==> config.mk <==
export PLATFORM = sky130hd
export DESIGN_NAME = serial_demux_ssd
export DESIGN_NICKNAME = d
export VERILOG_FILES = /design/src/rtl/serial_demux_pkg.sv /design/src/rtl/hex_to_ssd.sv /design/src/rtl/serial_demux_ssd.sv
export SDC_FILE = /design/constraint.sdc
export NUM_CORES = 1
export LEC_CHECK = 0
export CAP_MARGIN = 10
export CORE_MARGIN = 10
export CORE_UTILIZATION = 50
export CTS_BUF_LIST = sky130_fd_sc_hd__clkbuf_2 sky130_fd_sc_hd__clkbuf_4 sky130_fd_sc_hd__clkbuf_8
export DETAILED_ROUTE_END_ITERATION = 10
export PLACE_DENSITY = 0.77
export SETUP_SLACK_MARGIN = 0.4
export SLEW_MARGIN = 10
export SYNTH_ARGS = -nofsm -noshare
export SYNTH_HDL_FRONTEND = slang
export SYNTH_SLANG_ARGS = --single-unit
==> constraint.sdc <==
create_clock -name clock -period 3.3 [get_ports clock]
set_input_delay 0.66 -clock clock [delete_from_list [all_inputs] [get_ports clock]]
set_output_delay 0.66 -clock clock [all_outputs]
set_load 0.005 [all_outputs]
==> src/rtl/serial_demux_pkg.sv <==
// -----------------------------------------------------------------------------
// serial_demux_pkg
//
// Shared types and constants for the serial frame demultiplexer and the
// seven-segment display helpers.
//
// Contents:
//   state_t      - frame FSM states (PARITY is only reachable when the design
//                  is built with PARITY_EN defined)
//   SSD_DIGITS   - active-low segment patterns for hex digits 0-F,
//                  bit order {g,f,e,d,c,b,a}
//   ssd_lookup() - hex digit to segment pattern
// -----------------------------------------------------------------------------
package serial_demux_pkg;

    typedef enum logic [2:0] {
        IDLE   = 3'd0,
        ADDR   = 3'd1,
        LEN    = 3'd2,
        DATA   = 3'd3,
        PARITY = 3'd4,
        DONE   = 3'd5
    } state_t;

    // A segment lights when its bit is 0.
    localparam logic [6:0] SSD_DIGITS [16] = '{
        7'b1000000,  // 0
        7'b1111001,  // 1
        7'b0100100,  // 2
        7'b0110000,  // 3
        7'b0011001,  // 4
        7'b0010010,  // 5
        7'b0000010,  // 6
        7'b1111000,  // 7
        7'b0000000,  // 8
        7'b0010000,  // 9
        7'b0001000,  // A
        7'b0000011,  // b
        7'b1000110,  // C
        7'b0100001,  // d
        7'b0000110,  // E
        7'b0001110   // F
    };

    function automatic logic [6:0] ssd_lookup(input logic [3:0] value);
        return SSD_DIGITS[value];
    endfunction

endpackage

==> src/rtl/hex_to_ssd.sv <==
// -----------------------------------------------------------------------------
// hex_to_ssd
//
// Purely combinational hex digit to seven-segment decoder. It is shared by
// several display blocks, so it carries no clock or reset.
//
// Ports:
//   hex  in   4  digit value 0-F
//   seg  out  7  active-low segments, order {g,f,e,d,c,b,a}
// -----------------------------------------------------------------------------
module hex_to_ssd
    import serial_demux_pkg::*;
(
    input  logic [3:0] hex,
    output logic [6:0] seg
);

    assign seg = ssd_lookup(hex);

endmodule

==> src/rtl/serial_demux_ssd.sv <==
// -----------------------------------------------------------------------------
// serial_demux_ssd
//
// Serial frame demultiplexer. A frame arrives MSB first on SerIn as
//   start bit (0), ADDR_W address bits, LEN_W length bits, L payload bits
// and, when built with PARITY_EN defined, one trailing even-parity bit that
// covers the address, length and payload bits.
// Payload bits are forwarded combinationally to ch_out[addr]. One frame bit
// is consumed on each rising clock edge where the clkPB strobe is high;
// with clkPB low everything holds. The remaining payload count is shown as a
// hex digit on ssd_result (low nibble of the length register).
//
// Build option:
//   PARITY_EN  adds the PARITY state and the parity_err output
//
// Parameters:
//   ADDR_W  channel address width, NUM_CH = 2**ADDR_W channels
//   LEN_W   payload length field width, up to 2**LEN_W-1 payload bits
//
// Ports:
//   clock        in   1       system clock, rising edge
//   reset        in   1       asynchronous active-low reset
//   clkPB        in   1       step enable from the debouncer
//   SerIn        in   1       serial frame input
//   ch_out       out  NUM_CH  demuxed data, only the addressed bit is live
//   SerOutValid  out  1       high while payload bits are routed
//   done         out  1       frame complete
//   busy         out  1       high in any state other than IDLE
//   ch_sel       out  ADDR_W  channel address of the current/last frame
//   ssd_result   out  7       remaining payload count, active-low segments
//   parity_err   out  1       (PARITY_EN only) parity check result of the
//                             last frame, valid while done is high
// -----------------------------------------------------------------------------
module serial_demux_ssd
    import serial_demux_pkg::*;
#(
    parameter  int ADDR_W = 2,
    parameter  int LEN_W  = 4,
    localparam int NUM_CH = 2 ** ADDR_W
) (
    input  logic              clock,
    input  logic              reset,
    input  logic              clkPB,
    input  logic              SerIn,
    output logic [NUM_CH-1:0] ch_out,
    output logic              SerOutValid,
    output logic              done,
    output logic              busy,
    output logic [ADDR_W-1:0] ch_sel,
    output logic [6:0]        ssd_result
`ifdef PARITY_EN
    ,
    output logic              parity_err
`endif
);

    // The bit counter walks through whichever header field is wider.
    localparam int FIELD_MAX = (ADDR_W > LEN_W) ? ADDR_W : LEN_W;
    localparam int CNT_W     = $clog2(FIELD_MAX + 1);

    localparam logic [CNT_W-1:0] ADDR_LAST = CNT_W'(ADDR_W - 1);
    localparam logic [CNT_W-1:0] LEN_LAST  = CNT_W'(LEN_W - 1);

    // Where the frame goes once the payload is exhausted (or was empty).
`ifdef PARITY_EN
    localparam state_t PAYLOAD_END = PARITY;
`else
    localparam state_t PAYLOAD_END = DONE;
`endif

    state_t            state;
    state_t            state_next;
    logic [ADDR_W-1:0] addr;
    logic [LEN_W-1:0]  len;
    logic [CNT_W-1:0]  cnt;

    // Register values after shifting in the current SerIn bit.
    logic [ADDR_W-1:0] addr_shift;
    logic [LEN_W-1:0]  len_shift;
    logic [3:0]        len_nibble;

    assign addr_shift = ADDR_W'({addr, SerIn});
    assign len_shift  = LEN_W'({len, SerIn});
    assign len_nibble = 4'(len);

`ifdef PARITY_EN
    logic parity_acc;
    logic parity_err_q;
`endif

    // -------------------------------------------------------------------------
    // Next-state and output decode
    // -------------------------------------------------------------------------
    always_comb begin
        // NOTE: every signal written here gets a default first, so no path
        // can leave one unassigned and infer a latch.
        state_next  = state;
        SerOutValid = 1'b0;
        ch_out      = '0;
        done        = 1'b0;

        if (clkPB) begin
            case (state)
                IDLE:   if (!SerIn) state_next = ADDR;
                ADDR:   if (cnt == ADDR_LAST) state_next = LEN;
                LEN: begin
                    if (cnt == LEN_LAST) begin
                        state_next = (len_shift == '0) ? PAYLOAD_END : DATA;
                    end
                end
                // The step that consumes the last payload bit takes len to 0.
                DATA:   if (len == LEN_W'(1)) state_next = PAYLOAD_END;
                PARITY: state_next = DONE;
                DONE:   state_next = IDLE;
                default: state_next = IDLE;
            endcase
        end

        case (state)
            DATA: begin
                SerOutValid  = 1'b1;
                ch_out[addr] = SerIn;
            end
            DONE:    done = 1'b1;
            default: ;
        endcase
    end

    assign busy   = (state != IDLE);
    assign ch_sel = addr;

    // -------------------------------------------------------------------------
    // State and datapath registers
    // -------------------------------------------------------------------------
    always_ff @(posedge clock or negedge reset) begin
        if (!reset) begin
            state <= IDLE;
            addr  <= '0;
            len   <= '0;
            cnt   <= '0;
        end else if (clkPB) begin
            // NOTE: sequential state uses non-blocking assignments so every
            // register samples the pre-edge values of its inputs.
            state <= state_next;
            case (state)
                IDLE: cnt <= '0;
                ADDR: begin
                    addr <= addr_shift;
                    cnt  <= (cnt == ADDR_LAST) ? '0 : cnt + CNT_W'(1);
                end
                LEN: begin
                    len <= len_shift;
                    cnt <= (cnt == LEN_LAST) ? '0 : cnt + CNT_W'(1);
                end
                DATA:    len <= len - LEN_W'(1);
                default: ;
            endcase
        end
    end

`ifdef PARITY_EN
    // Even parity: the XOR of all covered bits and the parity bit must be 0.
    always_ff @(posedge clock or negedge reset) begin
        if (!reset) begin
            parity_acc   <= 1'b0;
            parity_err_q <= 1'b0;
        end else if (clkPB) begin
            case (state)
                IDLE:             parity_acc   <= 1'b0;
                ADDR, LEN, DATA:  parity_acc   <= parity_acc ^ SerIn;
                PARITY:           parity_err_q <= parity_acc ^ SerIn;
                DONE:             parity_err_q <= 1'b0;
                default: ;
            endcase
        end
    end

    assign parity_err = parity_err_q;
`endif

    // -------------------------------------------------------------------------
    // Remaining-count display
    // -------------------------------------------------------------------------
    hex_to_ssd u_hex_to_ssd (
        .hex (len_nibble),
        .seg (ssd_result)
    );

endmodule

# After elaboration in Yosys (flattened, before gate mapping)
# Memory sizes are Yosys's and may differ from the RTL's.
# Index checks and enable logic that the tools add are counted.
[classes]
addsub = 2
multipliers = 0
div_mod_pow = 0
n_lt_le_gt_ge = 3
n_eq_ne = 12
shift = 0
n_mux = 17
n_bitwise = 2
reduce_logical = 10
[ops]
columns = ["op", "n"]
rows = [
  ["2-to-1 mux 3 bit", 7],
  ["one-hot mux 3 bit (5 select lines)", 1],
  ["2-to-1 mux 7 bit", 2],
  ["== test 3 x 2 -> 1 bit (second input constant)", 3],
  ["one-hot mux 3 bit (3 select lines)", 1],
  ["!= test 2 bit (second input constant)", 4],
  ["one-hot mux 4 bit (2 select lines)", 1],
  ["== test 3 x 1 -> 1 bit (second input constant)", 2],
  ["== test 3 bit (second input constant)", 2],
  ["AND reduction 2 bit", 3],
  ["nonzero test 3 bit", 2],
  [">= comparator 5 bit (second input constant)", 1],
  ["inverter 4 -> 5 bit", 1],
  ["AND reduction 5 bit", 1],
  ["AND 4 bit", 1],
  ["== test 4 x 1 -> 1 bit (second input constant)", 1],
  ["zero test 4 bit", 1],
  ["2-to-1 mux 4 bit", 1],
  ["subtractor 4 x 1 -> 4 bit (second input constant)", 1],
  ["adder 3 x 1 -> 3 bit (second input constant)", 1],
  ["zero test 3 bit", 1],
  ["< comparator 2 x 3 -> 1 bit (second input constant)", 1],
  ["2-to-1 mux 1 bit", 3],
  ["demux 1 bit (select 2 bit)", 1],
  ["other kinds (3)", 3],
]
[word_totals]
register_bits = 12
latchBits = 0
mem_bits_rw = 0
romBits = 112
output_inout_bits = 16
mem_count = 1
[mem_list]
columns = ["name", "depth", "word_bits", "read_ports", "rd_clocked_by_memory_dff", "wr", "line_no", "text"]
rows = [
  ["(name not given)", 16, 7, 1, 0, 0, "serial_demux_pkg.sv:46", "return SSD_DIGITS[value];"],
]

# Logic depth before layout (Yosys ltp)
# Gate-level depths: netlist of the first run.
[logic_depth]
word_depth = 6
mapped_depth = 6
mapped_depth_nobuf = 6

# Hierarchy
# From an unflattened synthesis of the first run, not the netlist that was laid out.
[unflattened]
hier_cells = 124
hier_area_um2 = 1117.3
[by_module_without_submodules]
columns = ["mod", "instances", "cells_per_inst", "area_each_um2", "seq_area_each_um2"]
rows = [
  ["serial_demux_ssd", 1, 91, 844.6, 300.3],
  ["hex_to_ssd", 1, 33, 272.8, 0.0],
]

# Worst setup path after synthesis of the first run
# No wires, ideal clock.
[synth_path]
kind = "register to output"
start = "reg len[0]"
end = "out ssd_result[3]"
t_arrival_ns = 1.368
path_slack_ns = 1.272
stages_incl_launch_ff = 5
cell_sequence = "dfrtp_1 inv_1 ha_1 inv_1 mux4_2"
[synth_via]
elab_chain_cells = 4
[synth_rtl]
columns = ["element", "line_no", "text"]
rows = [
  ["start: declaration", "serial_demux_ssd.sv:74", "logic [LEN_W-1:0] len;"],
  ["start signal: assignment", "serial_demux_ssd.sv:152", "len <= len_shift;"],
  ["start signal: assignment", "serial_demux_ssd.sv:155", "DATA: len <= len - LEN_W'(1);"],
  ["inverter 4 -> 5 bit (implied by the code)", "serial_demux_pkg.sv:46", ""],
  ["memory read (16 x 7 bit)", "-", ""],
  ["2-to-1 mux 7 bit (implied by the code) (2 in series)", "serial_demux_pkg.sv:46", ""],
  ["end: declaration", "serial_demux_ssd.sv:50", "output logic [6:0] ssd_result"],
]
# No other way between the ends. The select of a mux whose other input is x is not followed.

# Worst setup path after layout of the first run
# Ends and elaborated chain as after synthesis.

==> results of run 1 <==
sequential cells by signal, indices dropped and copies added, names as in the netlist:
signal	flops
len	4
cnt	3
state	3
ch_sel	2
worst paths after layout:
path                       slack [ns]  cells after the start               start                   end
min                              0.54                      2  cnt[1]$_DFFE_PN0P_    cnt[1]$_DFFE_PN0P_
min reg2reg                      0.54                      2  cnt[1]$_DFFE_PN0P_    cnt[1]$_DFFE_PN0P_
max reg2reg                      1.51                      5  len[1]$_DFFE_PN0P_  state[2]$_DFFE_PN0P_
min in group asynchronous        0.73                      1               reset    len[2]$_DFFE_PN0P_
max in group asynchronous        2.19                      1               reset  state[0]$_DFFE_PN0P_
max                              0.50                      5  len[0]$_DFFE_PN0P_         ssd_result[3]
area by class of cell:
class	count	area (sq um)
repair buffers	22	213
fillers	163	683
inverters	11	41.3
multi-input cells	94	671
flip-flops and latches	12	304
well taps	27	33.8
clock buffers	4	36.3
kinds of logic after synthesis:
kind of cell,count (synthesis),share of synthesized area
multiplexers,7,0.0802
flip-flops,12,0.287
AND/OR/NAND/NOR,46,0.246
buffers and inverters,15,0.0707
AO/OA/AOI/OAI,31,0.196
adder cells (fa/ha/maj),10,0.120
worst reg2reg max path, cell delays in order, from the launching register on:
cell	delay, ns
dfrtp_2	0.47
inv_1	0.16
ha_1	0.30
nor3b_1	0.27
o211ai_2	0.14
o41ai_1	0.34
placed cells by master (no fill, tap or decap), drive strengths merged, types with 2 or more instances in the layout:
cell | Yosys | final
inv | 11 | 11
and2b | 2 | 2
a21o | 2 | 2
dfrtp | 12 | 12
nand3 | 2 | 2
o21ai | 16 | 16
nor3b | 3 | 3
ha | 10 | 10
o211ai | 2 | 2
nor2b | 2 | 2
or3 | 4 | 4
a21oi | 3 | 3
clkdlybuf4s50 | 0 | 19
nor3 | 4 | 4
nor2 | 7 | 7
buf | 4 | 3
clkbuf | 0 | 4
mux2i | 5 | 5
nand2 | 14 | 14
stage by stage:
step           hold WS [ns]   util
2_1_floorplan         0.364      -
3_3_place_gp          0.493  0.624
3_5_place_dp          0.528  0.624
4_1_cts               0.547  0.643
5_1_grt               0.593  0.655
6_report              0.539  0.655
metal layers:
| layer | wire (um) | global-route usage | share of wire | vias up |
|---|---|---|---|---|
| met2 | 1150 | 0.194 | 0.47 | 15 |
| li1 | - | - | - | 474 |
| met1 | 1150 | 0.137 | 0.47 | 447 |
| met5 | 0 | 0 | 0 | - |
| met3 | 134 | 0.0492 | 0.054 | 4 |
| met4 | 29 | 0.0455 | 0.012 | 0 |
power groups by stage:
stage | Combinational [mW] | Sequential (mW) | Clock (mW)
2_1_floorplan | 0.494 | 0.276 | 0
3_3_place_gp | 0.675 | 0.344 | 0
3_5_place_dp | 0.696 | 0.352 | 0
4_1_cts | 0.700 | 0.352 | 0.121
5_1_grt | 0.796 | 0.372 | 0.128
6_report | 0.722 | 0.351 | 0.118
timing repair:
| item | CTS | global route |
|---|---|---|
| gates resized for setup | 2 | 1 |
| buffers inserted | 0 | 3 |
| setup endpoints to repair | 1 | 4 |
==> qor.yml, run 1 <==
route:
  vias: 940
  postRouteAntennaNets: 0
  route.final.wire_length_mm: 2.46
  drc: 0
  drtPass1Iterations: 4
  vias_per_cell: 5.53
  drt_iter0_drc: 26
  wire_per_inst_um: 14.5
timing:
  tightestPinTransition_ns: 0.572
  setup_violations: 0
  rsz0062_at_grt: "true"
  setup_tns_ns: 0
  period_needed_ns: 2.80
  skew_ns: 0.00304
  setup_ws_ns: 0.501
  relSlewSlack: 0.618
  min_period_over_period: 0.848
  hold_viol_final: 0
  max_freq_mhz: 357
  slew_viol_final: 0
cts:
  cts_tree: "yes"
  numCtsBuffers: 3
  cts-root-buf: "clkbuf_4"
  htreeDepth: 1
  hold_buffers: 0
  clkSlewWorstSetupHoldPaths_ns: 0.08
  cts_sinks: 12
  clock_path_buffers: 2
  insertion_delay_ns: 0.28
critical_path:
  required_ns: 2.64
  crit_family: "buffers and inverters"
  crit_type: "reg2out"
  worst_setup_path_end_kind: "output port"
  crit_path_max_incr_delay_ns: 0.47
  cp-start-kind: "flip-flop"
  worstPathCellList: "inv_1 > ha_1 > inv_1 > mux4_2 > clkdlybuf4s50_1"
  worstPathArrival_ns: 2.14
  critPathBufInv: 3
  crit_fanout: 7
  crit_top_cell: "inv_1"
  cpMaxStageDelayCell: "clkdlybuf4s50_1"
logic_synthesis:
  synth_area_leaders: "dfrtp_1 29%, ha_1 12%, o21ai_0 6.2%"
  ys_top_cells_by_count: "14 x nand2_1, 13 x o21ai_0, 12 x dfrtp_1, 11 x inv_1, 10 x ha_1"
  synth-seq-cells: 12
  ys_types: 41
  synth.most_common_cell: "nand2_1"
  seq_area_frac_synth: 0.287
  synthCells: 121
  async_flop_share: 1.00
  yosys_warnings: 0
  yosys.area.top_type: "dfrtp_1"
  synth_edf_count: 0
  synth_area_per_cell_sq_um: 8.63
  synth_nets: 135
  synth_top_cell_area_share: 0.287
  synth_flop_cell: "dfrtp_1"
  netlist_area_sq_um: 1040
global_route:
  grt_pass1_vias: 966
  grt_overflow: 0
  grt_max_degree: 16
  grt_pass1_wl_mm: 4.20
  grtUsageTotal: 0.120
  antenna_found_initial: 0
cells_and_area:
  finalNetCount: 158
  area_growth_pct: 24.3
  design_area_sq_um: 1300
  diodes: 0
  drive_gt1_frac: 0.147
  fin_cells: 170
die:
  die_x_um: 65.7
  rows: 16
  num_io_pins: 20
  die-area_sq_um: 4320
  core_area_sq_um: 1980
  start_util: 0.527
  die_h_um: 65.7
status:
  status: "completed"
placement:
  io_buffers: 19
  placed_cell_area_sq_um: 1240
  pre_cts_ws_ns: 0.588
  dp_cells: 163
  gp_congestion: 0.837
  dp_hpwl_mm: 1.87
pwr:
  power.share.clock: 0.099
  leakagePower_nw: 0.564
  max-vdd-ir-drop_v: 0.000497
  p_per_area_nw_per_um2: 917
  seqPwrFrac: 0.295
  p_total_mw: 1.19
  internal_power_mw: 0.687
  power.switching_mw: 0.504
  power.share.combinational: 0.606
  swShare: 0.423
flow_run:
  cap_violations: 0
min_path:
  hp-class: "reg2reg"
(Power assumes the default switching activity.)
==> run 2: changes to the inputs <==
Settings changed: CORE_UTILIZATION 50 to 48, PLACE_DENSITY 0.77 to 0.78.
Clock period 3.3 ns to 2.3 ns, I/O delays scaled along.
==> run 2 against run 1 <==
- register-to-register slack got worse by 0.90 ns
- worst hold slack worse by 0.013 ns
- non-clock buffer count grew 15
- first-iteration DRC count is 38% higher
- highest routed layer unchanged
- final cell count grew 8.8%
- via count rose by 9.6%
- global-route usage rose by 0.83 points
- die area increased by 2.9%
- clock skew up 0.0077 ns
- largest cell class unchanged
- sequential share of layout area shrank 2.1 points
==> qor.yml, run 2 (synthesized netlist as in run 1, its figures left out) <==
status:
  status: "completed"
timing:
  period_needed_ns: 2.15
  rsz0062_at_grt: "true"
  max_freq_mhz: 464
  setup_tns_ns: 0
  min_period_over_period: 0.936
  slew_viol_final: 0
  hold_viol_final: 0
  skew_ns: 0.0107
  setup_violations: 0
  tightestPinTransition_ns: 0.549
  setup_ws_ns: 0.146
  relSlewSlack: 0.633
cells_and_area:
  finalNetCount: 173
  diodes: 0
  area_growth_pct: 37.4
  design_area_sq_um: 1440
  layout_commonest_cell: "buf_4"
  drive_gt1_frac: 0.380
  largest_register_ffs: 4
  top_regs: "len x4, cnt x3, state x3"
  regMostFlops: "len"
  mostFrequentLayoutCells: "15 x buf_4, 14 x nand2_1, 10 x buf_2, 8 x o21ai_0, 8 x dfrtp_1"
  fillers: 151
  fin_cells: 185
critical_path:
  worst_setup_path_end_kind: "output port"
  crit_type: "reg2out"
  rrSetupSlack_ns: 0.61
  worstPathArrival_ns: 1.69
  required_ns: 1.84
  worstPathCellList: "inv_2 > ha_4 > inv_2 > mux4_2 > buf_6"
  crit_fanout: 4
  cp-start-kind: "flip-flop"
  crit_top_cell: "inv_2"
  cpMaxStageDelayCell: "mux4_2"
  crit_path_max_incr_delay_ns: 0.46
placement:
  io_buffers: 19
  placed_cell_area_sq_um: 1310
  pre_cts_ws_ns: 0.0420
  dp_cells: 173
  dp_hpwl_mm: 1.99
  gp_congestion: 0.794
die:
  core_area_sq_um: 2020
  die-area_sq_um: 4440
  die_x_um: 66.7
  start_util: 0.517
  rows: 16
  die_h_um: 66.7
  num_io_pins: 20
global_route:
  grt_pass1_wl_mm: 4.62
  grt_overflow: 0
  grtUsageTotal: 0.128
  grt_pass1_vias: 1003
  grt_max_degree: 16
  antenna_found_initial: 0
cts:
  insertion_delay_ns: 0.28
  cts_tree: "yes"
  clock_path_buffers: 2
  numCtsBuffers: 3
  clkSlewWorstSetupHoldPaths_ns: 0.08
  htreeDepth: 1
  cts_sinks: 12
  cts-root-buf: "clkbuf_4"
route:
  wire_per_inst_um: 15.1
  vias: 1030
  route.final.wire_length_mm: 2.79
  drc: 0
  postRouteAntennaNets: 0
  drtPass1Iterations: 4
  vias_per_cell: 5.57
  drt_iter0_drc: 36
pwr:
  p_per_area_nw_per_um2: 1360
  max-vdd-ir-drop_v: 0.000846
  leakagePower_nw: 0.682
min_path:
  hp-class: "in2async"
flow_run:
  cap_violations: 0
-- run 2: final timing paths --
path                                      start              endpoint  cells past startpoint
max in group asynchronous                 reset    len[2]$_DFFE_PN0P_                      1
setup / recovery             len[1]$_DFFE_PN0P_         ssd_result[3]                      5
hold reg to reg              cnt[1]$_DFFE_PN0P_    cnt[1]$_DFFE_PN0P_                      2
hold / removal                            reset  state[2]$_DFFE_PN0P_                      1
setup reg to reg           state[0]$_DFFE_PN0P_  state[1]$_DFFE_PN0P_                      6
min in group clock           cnt[1]$_DFFE_PN0P_    cnt[1]$_DFFE_PN0P_                      2
-- run 2: cell type report --
| cell class | instances | area, sq um | share of cell area |
|---|---|---|---|
| clock buffers | 4 | 36.3 | 0.0253 |
| multi-input cells | 94 | 738 | 0.514 |
| well taps | 27 | 33.8 | 0.0235 |
| inverters | 11 | 41.3 | 0.0288 |
| repair buffers | 37 | 280 | 0.195 |
| flip-flops and latches | 12 | 305 | 0.213 |
-- run 2: stage by stage --
step                hold WS [ns]  power, mW  utilization
global placement           0.497       1.57        0.649
global route               0.549       2.11        0.710
detailed placement         0.518       1.60        0.649
CTS                        0.534       1.86        0.698
floorplan                  0.164       1.10            -
finish                     0.526       1.96        0.710
-- run 2: critical path, delay by kind of cell (launching register included) --
family                   cells  cell delay [ns]
adder cells (fa/ha/maj)      1             0.28
buffers and inverters        3             0.27
flip-flops                   1             0.41
multiplexers                 1             0.46
-- run 2: repair_timing --
| item | 4_1_cts | 5_1_grt |
|---|---|---|
| setup buffers | 6 | 2 |
| resized for setup | 70 | 7 |
| hold buffers | 0 | 0 |
| setup endpoints to repair | 14 | 12 |
| pin swaps | 3 | 3 |
| gates cloned | 0 | 0 |
-- run 2: power breakdown --
| group | switching, mW | internal, mW |
|---|---|---|
| sequential | 0.156 | 0.304 |
| combinational | 0.612 | 0.713 |
| clock | 0.0755 | 0.0964 |
| total | 0.844 | 1.11 |
-- run 2: layer usage --
| metal | global-route usage | vias up | part of all wire |
|---|---|---|---|
| li1 | - | 507 | - |
| met1 | 0.156 | 489 | 0.46 |
| met2 | 0.209 | 30 | 0.48 |
| met3 | 0.0452 | 4 | 0.056 |
| met4 | 0.0314 | 0 | 0.0097 |
| met5 | 0 | - | 0 |
